<file path="src/rtl/reorder_buffer_mc.sv">
// Multi-commit reorder buffer: in-order retirement of up to COMMIT_WIDTH
// entries per cycle, CDB_PORTS write-back channels, front-end redirect on
// jalr and branch mispredict.
// Optional: define ROB_QUERY_EN to build two combinational operand-lookup
// ports for the Dispatcher (query_index / query_ready / query_data).
module reorder_buffer_mc #(
  parameter int unsigned RoB_WIDTH    = 4,
  parameter int unsigned COMMIT_WIDTH = 2,
  parameter int unsigned CDB_PORTS    = 2
) (
  input  logic                            clk_in,
  input  logic                            rst_n_in,
  input  logic                            rdy_in,
  input  logic                            new_entry_en,
  input  logic [1:0]                      new_entry_type,
  input  logic [4:0]                      new_entry_rd,
  input  logic [31:0]                     new_entry_pc,
  input  logic [31:0]                     new_entry_alt_pc,
  input  logic                            new_entry_predict_result,
  input  logic                            already_ready,
  input  logic [31:0]                     ready_data,
  input  logic [CDB_PORTS-1:0]            CDB_update_en,
  input  logic [CDB_PORTS*RoB_WIDTH-1:0]  CDB_update_index,
  input  logic [CDB_PORTS*32-1:0]         CDB_update_data,
  output logic                            isFull,
  output logic                            isEmpty,
  output logic [RoB_WIDTH-1:0]            new_entry_index,
  output logic [COMMIT_WIDTH-1:0]         RF_update_en,
  output logic [COMMIT_WIDTH*5-1:0]       RF_update_reg,
  output logic [COMMIT_WIDTH*RoB_WIDTH-1:0] RF_update_index,
  output logic [COMMIT_WIDTH*32-1:0]      RF_update_data,
  output logic                            store_commit_en,
  output logic                            jalr_feedback_en,
  output logic [31:0]                     jalr_feedback_data,
  output logic                            branch_fail_en,
  output logic [31:0]                     correct_next_pc,
  output logic                            branch_predictor_en,
  output logic [31:0]                     branch_predictor_pc,
  output logic                            branch_predictor_result,
  output logic                            flush_signal
`ifdef ROB_QUERY_EN
  ,
  input  logic [2*RoB_WIDTH-1:0]          query_index,
  output logic [1:0]                      query_ready,
  output logic [63:0]                     query_data
`endif
);

  localparam int unsigned RoB_SIZE = 1 << RoB_WIDTH;
  localparam int unsigned CNT_W    = RoB_WIDTH + 1;

  typedef enum logic [1:0] {
    T_REGISTER = 2'd0,
    T_BRANCH   = 2'd1,
    T_JALR     = 2'd2,
    T_STORE    = 2'd3
  } entry_type_t;

  logic [RoB_WIDTH-1:0] head_ptr;
  logic [RoB_WIDTH-1:0] tail_ptr;
  logic [CNT_W-1:0]     count;

  logic [RoB_SIZE-1:0]  busy_q;
  logic [RoB_SIZE-1:0]  ready_q;
  logic [RoB_SIZE-1:0]  pred_q;
  entry_type_t          type_q   [RoB_SIZE];
  logic [4:0]           rd_q     [RoB_SIZE];
  logic [31:0]          pc_q     [RoB_SIZE];
  logic [31:0]          alt_pc_q [RoB_SIZE];
  logic [31:0]          data_q   [RoB_SIZE];

  logic                    alloc;
  logic                    chain_ok;
  logic [RoB_WIDTH-1:0]    slot_idx [COMMIT_WIDTH];
  logic [COMMIT_WIDTH-1:0] slot_retire;
  logic [CNT_W-1:0]        n_retired;

  assign isFull          = (count == CNT_W'(RoB_SIZE));
  assign isEmpty         = (count == '0);
  assign new_entry_index = tail_ptr;
  assign alloc           = new_entry_en && (count < CNT_W'(RoB_SIZE));

  // Commit selection: retire a prefix of ready entries from head, stopping
  // after the first non-REGISTER entry so side-effecting types take the last slot.
  always_comb begin
    chain_ok    = 1'b1;
    n_retired   = '0;
    slot_retire = '0;
    for (int unsigned s = 0; s < COMMIT_WIDTH; s++) begin
      slot_idx[s] = head_ptr + RoB_WIDTH'(s);
      if (chain_ok && (s < RoB_SIZE) && busy_q[slot_idx[s]] && ready_q[slot_idx[s]]) begin
        slot_retire[s] = 1'b1;
        n_retired      = n_retired + CNT_W'(1);
        if (type_q[slot_idx[s]] != T_REGISTER) chain_ok = 1'b0;
      end else begin
        chain_ok = 1'b0;
      end
    end
  end

  // State and registered outputs: reset/flush clear, rdy_in hold, else run.
  // Reset and flush share one clear path; only reset also zeroes the redirect targets.
  always_ff @(posedge clk_in) begin
    if (!rst_n_in || (rdy_in && flush_signal)) begin
      head_ptr <= '0;
      tail_ptr <= '0;
      count    <= '0;
      busy_q   <= '0;
      ready_q  <= '0;
      pred_q   <= '0;
      for (int unsigned i = 0; i < RoB_SIZE; i++) begin
        type_q[i]   <= T_REGISTER;
        rd_q[i]     <= '0;
        pc_q[i]     <= '0;
        alt_pc_q[i] <= '0;
        data_q[i]   <= '0;
      end
      RF_update_en            <= '0;
      RF_update_reg           <= '0;
      RF_update_index         <= '0;
      RF_update_data          <= '0;
      store_commit_en         <= 1'b0;
      jalr_feedback_en        <= 1'b0;
      branch_fail_en          <= 1'b0;
      branch_predictor_en     <= 1'b0;
      branch_predictor_pc     <= '0;
      branch_predictor_result <= 1'b0;
      flush_signal            <= 1'b0;
      if (!rst_n_in) begin
        correct_next_pc    <= '0;
        jalr_feedback_data <= '0;
      end
    end else if (rdy_in) begin
      RF_update_en        <= '0;
      store_commit_en     <= 1'b0;
      jalr_feedback_en    <= 1'b0;
      branch_fail_en      <= 1'b0;
      branch_predictor_en <= 1'b0;
      flush_signal        <= 1'b0;

      // Write-back: ascending channel order lets the highest channel win.
      for (int unsigned k = 0; k < CDB_PORTS; k++) begin
        if (CDB_update_en[k] && busy_q[CDB_update_index[k*RoB_WIDTH +: RoB_WIDTH]]) begin
          ready_q[CDB_update_index[k*RoB_WIDTH +: RoB_WIDTH]] <= 1'b1;
          data_q[CDB_update_index[k*RoB_WIDTH +: RoB_WIDTH]]  <= CDB_update_data[k*32 +: 32];
        end
      end

      for (int unsigned s = 0; s < COMMIT_WIDTH; s++) begin
        if (slot_retire[s]) begin
          busy_q[slot_idx[s]]   <= 1'b0;
          ready_q[slot_idx[s]]  <= 1'b0;
          pred_q[slot_idx[s]]   <= 1'b0;
          type_q[slot_idx[s]]   <= T_REGISTER;
          rd_q[slot_idx[s]]     <= '0;
          pc_q[slot_idx[s]]     <= '0;
          alt_pc_q[slot_idx[s]] <= '0;
          data_q[slot_idx[s]]   <= '0;
          case (type_q[slot_idx[s]])
            T_REGISTER: begin
              RF_update_en[s]                            <= 1'b1;
              RF_update_reg[s*5 +: 5]                    <= rd_q[slot_idx[s]];
              RF_update_index[s*RoB_WIDTH +: RoB_WIDTH]  <= slot_idx[s];
              RF_update_data[s*32 +: 32]                 <= data_q[slot_idx[s]];
            end
            T_BRANCH: begin
              branch_predictor_en     <= 1'b1;
              branch_predictor_pc     <= pc_q[slot_idx[s]];
              branch_predictor_result <= data_q[slot_idx[s]][0];
              if (data_q[slot_idx[s]][0] != pred_q[slot_idx[s]]) begin
                branch_fail_en  <= 1'b1;
                correct_next_pc <= alt_pc_q[slot_idx[s]];
                flush_signal    <= 1'b1;
              end
            end
            T_JALR: begin
              RF_update_en[s]                            <= 1'b1;
              RF_update_reg[s*5 +: 5]                    <= rd_q[slot_idx[s]];
              RF_update_index[s*RoB_WIDTH +: RoB_WIDTH]  <= slot_idx[s];
              RF_update_data[s*32 +: 32]                 <= pc_q[slot_idx[s]] + 32'd4;
              jalr_feedback_en                           <= 1'b1;
              jalr_feedback_data                         <= data_q[slot_idx[s]];
            end
            default: begin
              store_commit_en <= 1'b1;
            end
          endcase
        end
      end

      // The tail slot is never busy when alloc is set, so it cannot collide
      // with a retiring slot or an accepted CDB write.
      if (alloc) begin
        busy_q[tail_ptr]   <= 1'b1;
        ready_q[tail_ptr]  <= already_ready;
        pred_q[tail_ptr]   <= new_entry_predict_result;
        type_q[tail_ptr]   <= entry_type_t'(new_entry_type);
        rd_q[tail_ptr]     <= new_entry_rd;
        pc_q[tail_ptr]     <= new_entry_pc;
        alt_pc_q[tail_ptr] <= new_entry_alt_pc;
        data_q[tail_ptr]   <= already_ready ? ready_data : '0;
        tail_ptr           <= tail_ptr + RoB_WIDTH'(1);
      end

      head_ptr <= head_ptr + n_retired[RoB_WIDTH-1:0];
      count    <= count + CNT_W'(alloc) - n_retired;
    end
  end

`ifdef ROB_QUERY_EN
  logic [RoB_WIDTH-1:0] q_idx [2];

  // Operand lookup with same-cycle CDB bypass for busy entries.
  always_comb begin
    query_ready = '0;
    query_data  = '0;
    for (int unsigned p = 0; p < 2; p++) begin
      q_idx[p] = query_index[p*RoB_WIDTH +: RoB_WIDTH];
      if (busy_q[q_idx[p]]) begin
        query_ready[p]         = ready_q[q_idx[p]];
        query_data[p*32 +: 32] = data_q[q_idx[p]];
        for (int unsigned k = 0; k < CDB_PORTS; k++) begin
          if (CDB_update_en[k] && (CDB_update_index[k*RoB_WIDTH +: RoB_WIDTH] == q_idx[p])) begin
            query_ready[p]         = 1'b1;
            query_data[p*32 +: 32] = CDB_update_data[k*32 +: 32];
          end
        end
      end
    end
  end
`endif

endmodule

</file>
<file path="config.mk">
export PLATFORM = sky130hd
export DESIGN_NAME = reorder_buffer_mc
export DESIGN_NICKNAME = d
export VERILOG_FILES = /design/src/rtl/reorder_buffer_mc.sv
export SDC_FILE = /design/constraint.sdc
export NUM_CORES = 2
export LEC_CHECK = 0
export BUFFER_PORTS_ARGS = -buffer_cell sky130_fd_sc_hd__buf_2
export CAP_MARGIN = 10
export CELL_PAD_IN_SITES_DETAIL_PLACEMENT = 2
export CELL_PAD_IN_SITES_GLOBAL_PLACEMENT = 2
export CORE_MARGIN = 2
export CORE_UTILIZATION = 40
export DETAILED_ROUTE_END_ITERATION = 6
export PLACE_DENSITY = 0.77
export SYNTH_ARGS = -nofsm -noshare
export SYNTH_HDL_FRONTEND = slang
export SYNTH_SLANG_ARGS = --single-unit
</file>
<file path="constraint.sdc">
create_clock -name clk_in -period 11.66 [get_ports clk_in]
set_clock_uncertainty 0.1 [all_clocks]
set_input_delay 1.166 -clock clk_in [delete_from_list [all_inputs] [get_ports clk_in]]
set_output_delay 1.166 -clock clk_in [all_outputs]
set_load 0.02 [all_outputs]
</file>
* Word-level counts from Yosys, hierarchy flattened
Memories as Yosys holds them, arrays and structs flattened. A register that Yosys moved wholly into a read port is not among the register bits.
Index checks and enable logic that the tools add are counted.
** Operators by class
- $add $sub $neg :: 8
- Multiply operators :: 0
- Divide/modulo/power cells :: 0
- $lt $le $gt $ge :: 11
- Eq/ne operators :: 8
- Shift operators :: 0
- Multiplexer cells :: 190
- Bitwise gates (word level) :: 11
- Reductions and logical operators :: 48
** Operators by type and width (count)
- two-way mux 32 bit :: 31
- two-way mux 16 bit :: 27
- OR reduction 32 bit :: 11
- one-hot mux 32 bit (2 select lines) :: 2
- two-way mux 4 bit :: 25
- AND 16 bit :: 6
- two-way mux 1 bit :: 83
- adder 32 x 3 -> 32 bit (second input constant) :: 2
- bitwise OR 16 bit :: 3
- binary-select mux 1 bit (select 4 bit) :: 8
- bitwise mux 16 bit :: 2
- NOT 16 bit :: 2
- less-than comparator 4 x 5 -> 1 bit (second input constant) :: 5
- demux 1 bit (select 4 bit) :: 5
- greater-or-equal comparator 4 x 1 -> 1 bit (second input constant) :: 5
- two-way mux 5 bit :: 3
- OR reduction 5 bit :: 3
- logical AND 1 bit :: 12
- AND reduction 3 bit :: 4
- OR reduction 2 bit :: 5
- adder 4 x 1 -> 4 bit (second input constant) :: 2
- two-way mux 2 bit :: 4
- nonzero test 2 bit :: 4
- OR reduction 3 bit :: 2
- other kinds (15) :: 20
** Word-level totals
- Register bits after elaboration :: 236
- Latch bits :: 0
- Bits in writable memories :: 1648
- Bits in read-only memories :: 0
- Output and inout bits :: 192
- Memories :: 5
** Memories
- alt_pc_q :: words 16, width 32, rd ports 2, clocked after memory_dff 1, wr ports 16, line 69 : logic [31:0] alt_pc_q [RoB_SIZE];
- data_q :: words 16, width 32, rd ports 2, clocked after memory_dff 1, wr ports 16, line 70 : logic [31:0] data_q [RoB_SIZE];
- pc_q :: words 16, width 32, rd ports 2, clocked after memory_dff 1, wr ports 16, line 68 : logic [31:0] pc_q [RoB_SIZE];
- rd_q :: words 16, width 5, rd ports 2, clocked after memory_dff 2, wr ports 16, line 67 : logic [4:0] rd_q [RoB_SIZE];
- type_q :: words 16, width 2, rd ports 2, clocked after memory_dff 1, wr ports 16, line 66 : entry_type_t type_q [RoB_SIZE];

* Longest topological paths before layout
- Depth in word-level cells :: 22
- Gate-level depth with buffers :: 24
- Depth with buffers taken out :: 19

* Least setup slack after synthesis
No wires, ideal clock.
- Path kind :: register to register
- Start point :: register head_ptr[0]
- End point :: memory alt_pc_q[7][0], enable pin
- Library setup time :: 0.598 ns
- Data arrival time :: 7.621 ns
- Data required time :: 10.962 ns
- Slack :: 3.341 ns
- Cell stages (with the launch flop) :: 13
- Buffers on the path :: 4
- Cell sequence :: dfxtp_1 buf_4 clkinv_1 ha_1 buf_6 buf_12 buf_4 mux4_2 mux4_2 nand4_1 nor2_1 nor2_1 o21ai_0
** RTL lines
- start: declaration :: line 59 : logic [RoB_WIDTH-1:0] head_ptr;
- start signal: assignment :: line 205 : head_ptr <= head_ptr + n_retired[RoB_WIDTH-1:0];
- end: declaration :: line 69

==> flow_metrics.tcl <==
set metrics [dict create \
    outcome "finished with violations" \
    violations "design-rule violations, max-capacitance violations" \
    drtIter0Drc 15854 \
    initial_core_util 0.402 \
    wire_per_inst_um 46.2 \
    firstDrtPassIters 7 \
    fp.coreArea_mm2 0.268 \
    antenna_found_initial 122 \
    stdcell_count 11631 \
    period_share 0.596 \
    path_class "register to register" \
    ys_types 100 \
    yosys.area_share.simple 0.119 \
    area_growth_pct 10.5 \
    netlist_instances 8083 \
    synthArstFlopShare 0 \
    synth_xor_area_frac 0.00544 \
    synth_area_mm2 0.108 \
    hold_viol_final 0 \
    clk_pin_slew_ps 60 \
    hold_path.class "register to register" \
    grt-ovfl-total 0 \
    postLayoutCoreUtil 0.445 \
    placed_area_mm2 0.112 \
    clockRootBuffer "clkbuf_16" \
    synth_top_family_by_area "multiplexers" \
    detail_route.vias_per_cell 7.65 \
    grt_usage 0.385 \
    max_freq_ghz 0.144 \
    drive_above_1_share 0.267 \
    syn_area_per_cell_um2 13.4 \
    drc 18 \
    setup_viol 0 \
    ant_nets 0 \
    die_y_um 523 \
    grt_max_degree 301 \
    hold_buffers 0 \
    min_period_ps 6940 \
    cts_tree "done" \
    holdCritStartpoint "RF_update_index[0]$_SDFFE_PP0P_" \
    synth_compound_area_frac 0.0898 \
    post-cts-setup-buffer-count 0 \
    critPathRequiredTime_ps 12200 \
    cts_buffers 211 \
    cts_sinks 1898 \
    synth_seq_cells 1898 \
    setup_slack_ps 4720 \
    port_buffers 374 \
    drv_cap 1 \
    dp_cells 11178 \
    worstSetupStartpoint "head_ptr[0]$_SDFFE_PP0P_" \
    finish.instance_area_mm2 0.119 \
    post-place-ws_ps 4740 \
    p_per_area_mw_per_mm2 140 \
    p_leak_nw 42.6 \
    peakVddDrop_mv 0.176 \
    grt_pass1_vias 91780 \
    top_regs "alt_pc_q x512, data_q x512, pc_q x512" \
    synth_edf_count 1712 \
    io_pins 375 \
    timing.slew.headroom 0.00514 \
    synthesis.nets 8293 \
    worst_pin_slew_ps 1490 \
    critPathCaptureType "register" \
    fin_nets 8051 \
    worstSkewPairLatency_ps 950 \
    maxSlewViolCount 0 \
    vias 88931 \
    fin_tns_setup_ps 0 \
    synth_adder_area_share 0.00327 \
    ys.flop_type "edfxtp_1" \
    synth_warnings 0 \
    synthMuxAreaShare 0.227 \
    post_cts_resized 0 \
    dieArea_mm2 0.274 \
    worstReg2RegStart "head_ptr[0]$_SDFFE_PP0P_" \
    critPathLaunchType "register" \
    rsz0062_at_grt "no" \
    rows 190 \
    clockBufferDepth 3 \
    drt_wl_total_um 537000 \
    cts.htree.levels 4 \
    crit_arrival_ps 7490 \
    crit_fanout 86 \
    grt_pass1_wl_um 741000 \
    hpwl_um 313000 \
    synth-seq-area-share 0.511 \
    gpl.final_weighted_congestion 0.922 \
    die_w_um 523 \
]
## layer usage
metal | global-route usage | vias to the layer above | part of all wire
met3 | 0.143 | 2169 | 0.15
met4 | 0.259 | 88 | 0.079
met1 | 0.470 | 46053 | 0.34
met2 | 0.569 | 8268 | 0.44
met5 | 0.00624 | - | 0.0014
li1 | - | 32353 | -
## metrics by stage
stage	total power, mW	hold WS, ps
after global routing	17.0	387
after CTS	16.6	363
after floorplan	9.00	337
final	16.7	360
after detailed placement	9.85	354
after global placement	9.75	343
## final timing paths
kind	cells after the start	slack, ps	to
max	11	4720	correct_next_pc[31]$_SDFFCE_PP0P_
min	2	360	RF_update_index[0]$_SDFFE_PP0P_
max reg2reg	11	4720	correct_next_pc[31]$_SDFFCE_PP0P_
min reg2reg	2	360	RF_update_index[0]$_SDFFE_PP0P_
## cell families (layout without fill, tap and decap cells)
family,Yosys count,after routing
buffers and inverters,1089,1027
other,0,58
AO/OA/AOI/OAI,1476,1476
adder cells (fa/ha/maj),27,27
multiplexers,1187,1187
AND/OR/NAND/NOR,2342,2342
flip-flops,1898,1898
XOR/XNOR,64,64
## synthesized netlist by cell type, types with 17 or more instances
| library cell | instances | share of area |
|---|---|---|
| nor2_1 | 229 | 0.0080 |
| ha_1 | 25 | 0.0029 |
| o211ai_1 | 24 | 0.0017 |
| buf_4 | 40 | 0.0028 |
| xor2_1 | 24 | 0.0019 |
| nor3_1 | 233 | 0.011 |
| a31oi_1 | 17 | 0.00099 |
| and3_1 | 1095 | 0.063 |
| nand2_1 | 396 | 0.014 |
| o21ai_0 | 58 | 0.0027 |
| nand3_1 | 145 | 0.0067 |
| edfxtp_1 | 1712 | 0.48 |
| clkbuf_1 | 767 | 0.027 |
| mux2i_1 | 127 | 0.012 |
| buf_1 | 62 | 0.0022 |
| buf_2 | 150 | 0.0070 |
| buf_6 | 30 | 0.0031 |
| mux4_2 | 1003 | 0.21 |
| xnor2_1 | 38 | 0.0031 |
| a21oi_1 | 372 | 0.017 |
| nand4_1 | 25 | 0.0014 |
| mux2_2 | 50 | 0.0052 |
| inv_1 | 27 | 0.00094 |
| o31ai_1 | 18 | 0.0013 |
| a32oi_1 | 117 | 0.0095 |
| dfxtp_1 | 186 | 0.034 |
| a311oi_1 | 23 | 0.0019 |
| o22ai_1 | 527 | 0.031 |
| and2_1 | 115 | 0.0067 |
| a211oi_1 | 24 | 0.0017 |
| a22oi_1 | 191 | 0.013 |
## critical path, cell delays in order (launching register included)
cell	delay, ps
dfxtp_4	890
clkinv_1	610
ha_4	800
buf_4	910
buf_12	580
mux4_2	600
mux4_2	480
xnor2_1	170
nor2_4	140
buf_4	710
mux2i_1	310
nor2_1	90
## placed cells by master, fill, tap and decap left out, drive strengths merged, types with 50 or more instances in the layout
master,n
nand3,149
diode,58
nand2,398
a21oi,374
o22ai,531
mux2i,134
a22oi,191
mux4,1003
and3,1095
edfxtp,1712
o21ai,67
nor2,233
nor3,239
clkinv,100
mux2,50
and2,116
buf,601
dfxtp,186
a32oi,117
clkbuf,277
## power by group
part | switching, mW | internal, mW
logic | 1.33 | 0.619
clock network | 3.11 | 3.79
registers | 0.203 | 7.67
## area by class of cell
cell class | instances | area [um^2]
Antenna cell | 58 | 145
Clock buffer | 277 | 5720
Clock inverter | 116 | 1160
Fill cell | 25716 | 149000
Inverter | 33 | 124
Multi-Input combinational cell | 5096 | 48800
Sequential cell | 1898 | 55200
Tap cell | 3552 | 4440
Timing Repair Buffer | 601 | 3680
No activity file was read; power rests on OpenSTA's default activity.
